===== config.mk =====
export PLATFORM = sky130hd
export DESIGN_NAME = pucch_cs_sequencer
export DESIGN_NICKNAME = d
export VERILOG_FILES = /design/src/rtl/pucch_pkg.sv /design/src/rtl/pucch_cs_sequencer_cyclic_shift.sv /design/src/rtl/pucch_cs_sequencer.sv
export SDC_FILE = /design/constraint.sdc
export NUM_CORES = 1
export LEC_CHECK = 0
export ABC_AREA = 1
export CAP_MARGIN = 20
export CORE_ASPECT_RATIO = 1.5
export CORE_UTILIZATION = 25
export CTS_CLUSTER_SIZE = 40
export DETAILED_ROUTE_END_ITERATION = 12
export GPL_ROUTABILITY_DRIVEN = 0
export GPL_TIMING_DRIVEN = 0
export PLACE_DENSITY_LB_ADDON = 0.15
export SLEW_MARGIN = 25
export SYNTH_ARGS = -nofsm -noshare
export SYNTH_HDL_FRONTEND = slang
export SYNTH_SLANG_ARGS = --single-unit

===== constraint.sdc =====
create_clock -name i_clk -period 6.8 [get_ports i_clk]
set_input_delay 0.68 -clock i_clk [delete_from_list [all_inputs] [get_ports i_clk]]
set_output_delay 0.68 -clock i_clk [all_outputs]
set_load 0.01 [all_outputs]

===== src/rtl/pucch_pkg.sv =====
// Shared definitions for the PUCCH format 0/1 cyclic-shift sequencer:
// FSM state encoding, resource-grid constants and configuration field widths.
package pucch_pkg;

  // Sequencer states.
  typedef enum logic [1:0] {
    ST_IDLE  = 2'd0,
    ST_FETCH = 2'd1,
    ST_EMIT  = 2'd2,
    ST_DONE  = 2'd3
  } state_e;

  // Subcarriers per resource block and symbols per slot.
  localparam int N_SC_RB = 12;
  localparam int MAX_SYM = 14;

  // Configuration field widths.
  localparam int M_W       = 4;  // m0, m_cs, m_int
  localparam int NCS_W_DEF = 8;  // default n_cs width
  localparam int SYM_W     = 4;  // start symbol, symbol count
  localparam int IDX_W     = 5;  // subcarrier / symbol index outputs

  // Last subcarrier index within a resource block.
  localparam logic [IDX_W-1:0] LAST_N = IDX_W'(N_SC_RB - 1);

  // A symbol count of zero is treated as a single symbol.
  function automatic logic [SYM_W-1:0] clamp_nsym(input logic [SYM_W-1:0] nsym);
    return (nsym == '0) ? SYM_W'(1) : nsym;
  endfunction

endpackage


===== src/rtl/pucch_cs_sequencer_cyclic_shift.sv =====
// cyclic_shift: phase contribution 2*((sum*n) mod 12) for one subcarrier.
// Purely combinational; the caller supplies registered operands.
module cyclic_shift
  import pucch_pkg::*;
#(
  parameter int SUM_W = 16
) (
  input  logic [SUM_W-1:0] i_sum,
  input  logic [4:0]       i_n,
  output logic [15:0]      o_cyc_part_24
);

  localparam int PW = SUM_W + 5;

  logic [PW-1:0] prod;
  logic [3:0]    rem;

  // Full-width product, reduce modulo 12, then double.
  always_comb begin
    prod          = PW'(i_sum) * PW'(i_n);
    rem           = 4'(prod % PW'(N_SC_RB));
    o_cyc_part_24 = {11'd0, rem, 1'b0};
  end

endmodule


===== src/rtl/pucch_cs_sequencer.sv =====
// pucch_cs_sequencer: walks the configured PUCCH symbols of a slot, fetches
// n_cs per symbol over a req/valid handshake, and streams 12 subcarrier beats
// per symbol (parameter sum, n, phase index) with valid/ready backpressure.
// Optional build macro: PUCCH_CS_SEQ_ABORT_EN adds an i_abort input that
// returns any active sequence to IDLE without an o_done pulse.
module pucch_cs_sequencer
  import pucch_pkg::*;
#(
  parameter int NCS_W = NCS_W_DEF,
  parameter int SUM_W = 16
) (
  input  logic              i_clk,
  input  logic              i_rst,
  input  logic              i_start,
`ifdef PUCCH_CS_SEQ_ABORT_EN
  input  logic              i_abort,
`endif
  input  logic [3:0]        i_m0,
  input  logic [3:0]        i_mcs,
  input  logic [3:0]        i_mint,
  input  logic [3:0]        i_start_sym,
  input  logic [3:0]        i_nsym,
  output logic              o_ncs_req,
  output logic [4:0]        o_ncs_sym,
  input  logic              i_ncs_valid,
  input  logic [NCS_W-1:0]  i_ncs,
  output logic              o_valid,
  input  logic              i_ready,
  output logic [SUM_W-1:0]  o_sum_params,
  output logic [4:0]        o_n,
  output logic [4:0]        o_sym,
  output logic              o_last_n,
  output logic              o_last,
  output logic [15:0]       o_cyc_part_24,
  output logic              o_busy,
  output logic              o_done
);

  // FSM state and latched configuration.
  state_e             state_q, state_d;
  logic [M_W-1:0]     m0_q, m0_d;
  logic [M_W-1:0]     mcs_q, mcs_d;
  logic [M_W-1:0]     mint_q, mint_d;
  logic [SYM_W-1:0]   start_sym_q, start_sym_d;
  logic [SYM_W-1:0]   nsym_q, nsym_d;
  logic [SYM_W-1:0]   sym_cnt_q, sym_cnt_d;

  // Beat fields and registered handshake/status outputs.
  logic [IDX_W-1:0]   ncs_sym_q, ncs_sym_d;
  logic [SUM_W-1:0]   sum_q, sum_d;
  logic [IDX_W-1:0]   n_q, n_d;
  logic [IDX_W-1:0]   sym_q, sym_d;
  logic               req_q, req_d;
  logic               valid_q, valid_d;
  logic               done_q, done_d;
  logic               busy_q, busy_d;

  logic               abort_hit;
  logic               more_syms;
  logic               last_sym;
  logic [SUM_W-1:0]   sum_fetch;

`ifdef PUCCH_CS_SEQ_ABORT_EN
  // Abort only acts on an active sequence; in IDLE a start takes priority.
  assign abort_hit = i_abort & (state_q != ST_IDLE);
`else
  assign abort_hit = 1'b0;
`endif

  // Another symbol follows the current one; the current one is the final one.
  assign more_syms = (sym_cnt_q + SYM_W'(1)) < nsym_q;
  assign last_sym  = (sym_cnt_q + SYM_W'(1)) == nsym_q;

  // Parameter sum m0 + m_cs + m_int + n_cs, zero-extended to SUM_W.
  assign sum_fetch = SUM_W'(m0_q) + SUM_W'(mcs_q) + SUM_W'(mint_q) + SUM_W'(i_ncs);

  // Next-state and next-output logic for the IDLE/FETCH/EMIT/DONE walk.
  always_comb begin
    // NOTE: every *_d gets a default here so no path through the case leaves
    // a signal unassigned, which would otherwise infer a latch.
    state_d     = state_q;
    m0_d        = m0_q;
    mcs_d       = mcs_q;
    mint_d      = mint_q;
    start_sym_d = start_sym_q;
    nsym_d      = nsym_q;
    sym_cnt_d   = sym_cnt_q;
    ncs_sym_d   = ncs_sym_q;
    sum_d       = sum_q;
    n_d         = n_q;
    sym_d       = sym_q;
    req_d       = 1'b0;
    valid_d     = 1'b0;
    done_d      = 1'b0;

    unique case (state_q)
      ST_IDLE: begin
        if (i_start) begin
          m0_d        = i_m0;
          mcs_d       = i_mcs;
          mint_d      = i_mint;
          start_sym_d = i_start_sym;
          nsym_d      = clamp_nsym(i_nsym);
          sym_cnt_d   = '0;
          ncs_sym_d   = IDX_W'(i_start_sym);
          req_d       = 1'b1;
          state_d     = ST_FETCH;
        end
      end

      ST_FETCH: begin
        req_d = 1'b1;
        if (i_ncs_valid) begin
          sum_d   = sum_fetch;
          n_d     = '0;
          sym_d   = ncs_sym_q;
          req_d   = 1'b0;
          valid_d = 1'b1;
          state_d = ST_EMIT;
        end
      end

      ST_EMIT: begin
        valid_d = 1'b1;
        if (i_ready) begin
          if (n_q != LAST_N) begin
            n_d = n_q + IDX_W'(1);
          end else if (more_syms) begin
            sym_cnt_d = sym_cnt_q + SYM_W'(1);
            ncs_sym_d = IDX_W'(start_sym_q) + IDX_W'(sym_cnt_q) + IDX_W'(1);
            valid_d   = 1'b0;
            req_d     = 1'b1;
            state_d   = ST_FETCH;
          end else begin
            valid_d = 1'b0;
            done_d  = 1'b1;
            state_d = ST_DONE;
          end
        end
      end

      ST_DONE: begin
        state_d = ST_IDLE;
      end

      default: begin
        state_d = ST_IDLE;
      end
    endcase

    if (abort_hit) begin
      state_d = ST_IDLE;
      req_d   = 1'b0;
      valid_d = 1'b0;
      done_d  = 1'b0;
    end

    busy_d = (state_d != ST_IDLE);
  end

  // State, configuration and output registers with synchronous reset.
  always_ff @(posedge i_clk) begin
    if (i_rst) begin
      // NOTE: the data registers are reset as well as the control ones because
      // every output, including the beat fields, must read 0 after reset.
      state_q     <= ST_IDLE;
      m0_q        <= '0;
      mcs_q       <= '0;
      mint_q      <= '0;
      start_sym_q <= '0;
      nsym_q      <= '0;
      sym_cnt_q   <= '0;
      ncs_sym_q   <= '0;
      sum_q       <= '0;
      n_q         <= '0;
      sym_q       <= '0;
      req_q       <= 1'b0;
      valid_q     <= 1'b0;
      done_q      <= 1'b0;
      busy_q      <= 1'b0;
    end else begin
      // NOTE: non-blocking assignments so every flop samples the pre-edge
      // values computed above, independent of statement order.
      state_q     <= state_d;
      m0_q        <= m0_d;
      mcs_q       <= mcs_d;
      mint_q      <= mint_d;
      start_sym_q <= start_sym_d;
      nsym_q      <= nsym_d;
      sym_cnt_q   <= sym_cnt_d;
      ncs_sym_q   <= ncs_sym_d;
      sum_q       <= sum_d;
      n_q         <= n_d;
      sym_q       <= sym_d;
      req_q       <= req_d;
      valid_q     <= valid_d;
      done_q      <= done_d;
      busy_q      <= busy_d;
    end
  end

  // Phase index from the registered sum and subcarrier index.
  cyclic_shift #(
    .SUM_W (SUM_W)
  ) u_cyclic_shift (
    .i_sum         (sum_q),
    .i_n           (n_q),
    .o_cyc_part_24 (o_cyc_part_24)
  );

  assign o_ncs_req    = req_q;
  assign o_ncs_sym    = ncs_sym_q;
  assign o_valid      = valid_q;
  assign o_sum_params = sum_q;
  assign o_n          = n_q;
  assign o_sym        = sym_q;
  assign o_last_n     = valid_q & (n_q == LAST_N);
  assign o_last       = valid_q & (n_q == LAST_N) & last_sym;
  assign o_busy       = busy_q;
  assign o_done       = done_q;

endmodule


Yosys cells after proc, flatten, opt, wreduce, memory -nomap -nowiden. Cells that the tools add are included. Widths: inputs -> output; s select.

Bits in registers: 61. Input bits: 33. Word-level logic and storage cells: 83.

Add/subtract/negate cells: 7. Multiply operators: 1. Divide/modulo/power cells: 1. $lt $le $gt $ge: 1. Equal/unequal tests: 12. Multiplexer cells: 32. Bitwise logic cells: 4. Reductions and logical operators: 10.

Operators by type and width (number): $mux 5 (7); $mod 21x4->21 const B (1); $mul 16x5->21 (1); $mux 4 (5); $pmux 5 s2 (2); $ne 2x2->1 const B (6); $add 4x4->5 (2); $add 5x1->5 const B (2); $mux 2 (5); $add 6x8->9 (1); $mux 1 (9); $pmux 2 s4 (1); $pmux 4 s2 (1); $add 5x4->6 (1); $reduce_bool 2->1 (3); $eq 5x4->1 const B (1); $ne 5x4->1 const B (1); $reduce_and 5->1 (1); $add 4x1->4 const B (1); $eq 2x2->1 const B (2); $eq 4x4->1 (1); $logic_not 4->1 (1); $lt 4x4->1 (1); $reduce_and 2->1 (2); other kinds (8) (10).

Depth between registers and ports, before layout.
Depth after elaboration: 7. Mapped depth: 49. Gate-level depth less buffers: 48.

Modules after synthesis. Synthesis repeated with hierarchy kept, for this count alone.

Cell total of the unflattened synthesis: 998. Area, all modules: 6557.5 µm².

Modules (own cells, without submodules): cyclic_shift (times used 1, cells an instance 590, area an instance 3554.7 µm², seq. area each 0.0 µm²); pucch_cs_sequencer (times used 1, cells an instance 408, area an instance 3002.9 µm², seq. area each 1081.0 µm²).

Worst setup path before layout. No wires, ideal clock.

Path kind: register -> output. Start: register n_q[3], in the netlist o_n[3]. End: output port o_cyc_part_24[4]. Data arrival time: 5.542 ns. Required time: 6.120 ns. Path slack: 0.578 ns. Stages on the path, launching flop included: 39. Cell sequence: dfxtp_1 > buf_1 > nand2_1 > inv_1 > fa_1 > fa_1 > inv_1 > fa_1 > inv_1 > ha_1 > nand2_1 > inv_1 > nand2_1 > nand2_2 > a21oi_2 > o21bai_2 > xor2_1 > inv_1 > [3 not listed] > inv_2 > o21ai_2 > nand2_2 > o21ai_2 > nand2_2 > o21ai_2 > nand2_2 > o21ai_2 > nand2_2 > o21ai_1 > nand2_1 > o22ai_1 > nand2_1 > nand2_1 > nand2_1 > nand3_1 > inv_1 > nor2_1.

Word-level cells in the longest chain between the ends: 2.

RTL lines: start: declaration (line pucch_cs_sequencer.sv:51) `logic [IDX_W-1:0] n_q, n_d;`; start signal: assignment (line pucch_cs_sequencer.sv:193) `n_q <= n_d;`; $mul 16x5->21 (line pucch_cs_sequencer_cyclic_shift.sv:20) `prod = PW'(i_sum) * PW'(i_n);`; $mod 21x4->21 (line pucch_cs_sequencer_cyclic_shift.sv:21) `rem = 4'(prod % PW'(N_SC_RB));`; end: declaration (line pucch_cs_sequencer.sv:34) `output logic [15:0] o_cyc_part_24,`.

Every way passes these cells.

Final worst setup path.
Start: register n_q[4], in the netlist o_n[4]. End: output port o_cyc_part_24[3].

The elaborated chain is that of the path after synthesis.

==> flow_summary.yaml <==
worst_hold_path:
  hold_class: "flip-flop to flip-flop"
final_layout:
  num_antenna_cells: 0
  fin_nets: 926
  area_growth_pct: 35.3
  drive_above_1_share_pct: 21.8
  final_area_um2: 6730
  fillCellCount: 2067
timing:
  tightest_slew_ns: 0.657
  skew_ns: 0.00904
  fmax_ghz: 0.151
  fin_crit_sh_pct: 97.2
  hold_viol: 0
  rsz0062_at_grt: "true"
  relSlewSlack_pct: 56.2
  final.min_clock_period_ns: 6.61
  drv_slew: 0
  setup_viol_count_final: 0
  tns_ns: 0
grt:
  grt_pass1_vias: 4604
  grt_pass1_wl_um: 21600
  busiest_layer: "met2"
  grt_max_degree: 18
  antenna_found_initial: 0
  met1_usage_pct: 14.3
  use_met2_pct: 27.1
  grt-ovfl-total: 0
  use_met3_pct: 1.11
  grtUsageTotal_pct: 13.5
synth:
  synth_edf_count: 0
  netlist_area_um2: 4970
  syn_avg_cell_area_um2: 6.95
  synth_cells: 716
  synth_seq_area_share_pct: 21.7
  yosys_warnings: 0
  synthFlopType: "dfxtp_1"
  synth_seq_cells: 54
  synth_cell_types: 40
  async_flop_share_pct: 0
power:
  p_total_uw: 894
  power_density_nw_per_um2: 133
  power_leakage_uw: 0.00336
  p_switching_uw: 289
  peakVddDrop_mv: 0.139
  clkPwrFrac_pct: 30.4
  intPower_uw: 605
  power_frac_seq_pct: 41.4
  p_comb_share_pct: 28.2
  sw_frac_of_total_pct: 32.3
routing:
  wl_um: 13100
  drc: 0
  avgViaCountPerCell: 4.24
  first_pass_iters: 4
  wl_per_cell_um: 12.2
  drt_iter0_markers: 95
  dr_total_vias: 4557
  ant_nets: 0
clock_network:
  clock_latency_ns: 0.30
  htree_levels: 2
  clkSlewWorstSetupHoldPaths_ns: 0.07
  cts_tree: "built"
  clock-sinks: 54
  cts_max_path_buffers: 2
  cts-buffers-inserted: 5
  cts_root_buf: "clkbuf_16"
run:
  cap_violations: 0
floorplan:
  core_um2: 19300
  die_y_um: 175
  io_pins: 86
  rows: 62
  die-width_um: 117
  dieArea_um2: 20500
  initial_core_util_pct: 25.7
setup_path:
  cp_slowest_cell: "fa_1"
  worstPathArrival_ns: 5.93
  cp-end-kind: "output pin"
  cp_data_required_time_ns: 6.12
  start_kind: "flip-flop"
  critical_path_peak_fanout: 7
  cpLargestDelayFamily: "adder cells"
  path_common_cell: "inv_2"
  path_buf_inv: 11
  crit_type: "flip-flop to output pin"
  max_stage_delay_ns: 0.51
placed_design:
  postPlaceCellArea_um2: 6010
  numPortBuffers: 65
  hpwl_um: 10500
outcome:
  outcome: "finished, final reports clean"
## cell families after synthesis
logic type | after synthesis | synth area share (%)
DFF | 54 | 21.7
other | 1 | 0.0754
and+or+nand+nor | 286 | 24.5
buffers and inverters | 172 | 14.4
adders and majority gates | 76 | 23.6
xor gates and xnor gates | 16 | 2.82
AOI/OAI and AO/OA | 111 | 12.8
## repair_timing
| item | in CTS | in global routing |
|---|---|---|
| endpoints found under the hold margin | 0 | 0 |
| endpoints found under the setup margin | 2 | 2 |
| pin swaps | 26 | 62 |
| setup buffers | 6 | 7 |
| hold buffers | 0 | 0 |
| gates resized for setup | 54 | 89 |
## worst paths after layout
path              from  cells after the start  slack, ns                to
min reg2reg  nsym_q[1]                      2       0.46         nsym_q[1]
min          nsym_q[1]                      2       0.46         nsym_q[1]
max             o_n[4]                     40       0.19  o_cyc_part_24[3]
max reg2reg    m0_q[1]                     11       3.84   o_sum_params[7]
## metrics by stage
stage               hold WS (ns)  std cells  util, %  worst slack, ns
floorplan                  0.435        734        -            0.578
global placement           0.452       1055     31.1           -0.545
detailed placement         0.457       1055     31.1           -0.588
CTS                        0.468       1068     33.1           0.0604
global route               0.485       1074     34.8           -0.244
finish                     0.464       1074     34.8            0.188
## power by group through the flow
stage	combinational (uW)	sequential, uW	clock [uW]
after global placement	252	379	0
after detailed placement	252	378	0
final	252	370	271
after floorplan	154	375	0
after global routing	289	376	292
after CTS	255	371	284
## flip-flops by register name, indices dropped and copies added, names as in the netlist
signal        count
o_sum_params      9
o_n               5
o_ncs_sym         5
o_sym             5
m0_q              4
mcs_q             4
mint_q            4
nsym_q            4
start_sym_q       4
sym_cnt_q         4
state_q           2
o_busy            1
o_done            1
o_ncs_req         1
o_valid           1
## routing by layer
| layer | part of all wire, % | wire [um] |
|---|---|---|
| met3 | 1.8 | 235 |
| met5 | 0 | 0 |
| met2 | 57 | 7460 |
| met4 | 1.4 | 187 |
| met1 | 40 | 5240 |
## synth_stat cells (2+ instances only)
master,number,share of area [%]
dfxtp_1,54,22
a21oi_1,41,4.1
inv_2,6,0.45
o21ai_2,6,1.1
o21ai_1,2,0.20
xor2_1,12,2.1
o21bai_2,3,0.68
fa_1,30,12
ha_1,46,12
nand4_1,7,0.88
clkbuf_1,15,1.1
nor2_2,4,0.50
nand3_1,28,2.8
o211ai_1,3,0.45
nor3_1,4,0.40
inv_1,127,9.6
o21ai_0,44,4.4
or2_2,2,0.25
nor2_1,73,5.5
xnor2_1,4,0.70
buf_1,2,0.15
a31oi_1,2,0.25
clkinv_1,3,0.23
a211oi_1,2,0.30
o21bai_1,2,0.30
nand3_2,4,0.81
buf_4,19,2.9
nand2_1,146,11
nand2_2,12,1.5
nor4_1,3,0.38
## placed cells by master (no fill, tap or decap), types with 6 or more instances in the layout
cell | Yosys | routed
o21ai_2 | 6 | 6
nand2_4 | 0 | 9
a21oi_1 | 41 | 36
inv_2 | 6 | 22
ha_4 | 0 | 7
xor2_1 | 12 | 11
o21ai_0 | 44 | 44
dfxtp_1 | 54 | 44
inv_1 | 127 | 112
nand3_1 | 28 | 15
nor2_1 | 73 | 66
ha_1 | 46 | 38
nand4_1 | 7 | 7
nor2_2 | 4 | 6
clkdlybuf4s50_1 | 0 | 63
nand3_2 | 4 | 13
nand2_1 | 146 | 114
fa_1 | 30 | 28
clkbuf_1 | 15 | 13
buf_4 | 19 | 32
conb_1 | 1 | 19
nand2_2 | 12 | 35
## layout make-up
class	instances	area, um2	area share (%)
buffer	34	210	3.12
tap	256	320	4.76
clock inverter	2	16.3	0.242
multi-input combinational	508	3690	54.8
timing repair buffer	78	738	11.0
clock buffer	6	139	2.06
inverter	136	510	7.59
sequential	54	1110	16.4
## worst register-to-register path: stages, from the launching register on
cell	delay [ns]
dfxtp_1	0.33
fa_1	0.48
fa_1	0.53
ha_1	0.17
inv_1	0.06
fa_1	0.40
o21ai_0	0.29
a21oi_1	0.11
nor2_1	0.12
xor2_1	0.19
nand2_1	0.07
a21oi_1	0.13
(Power assumes the default switching activity.)
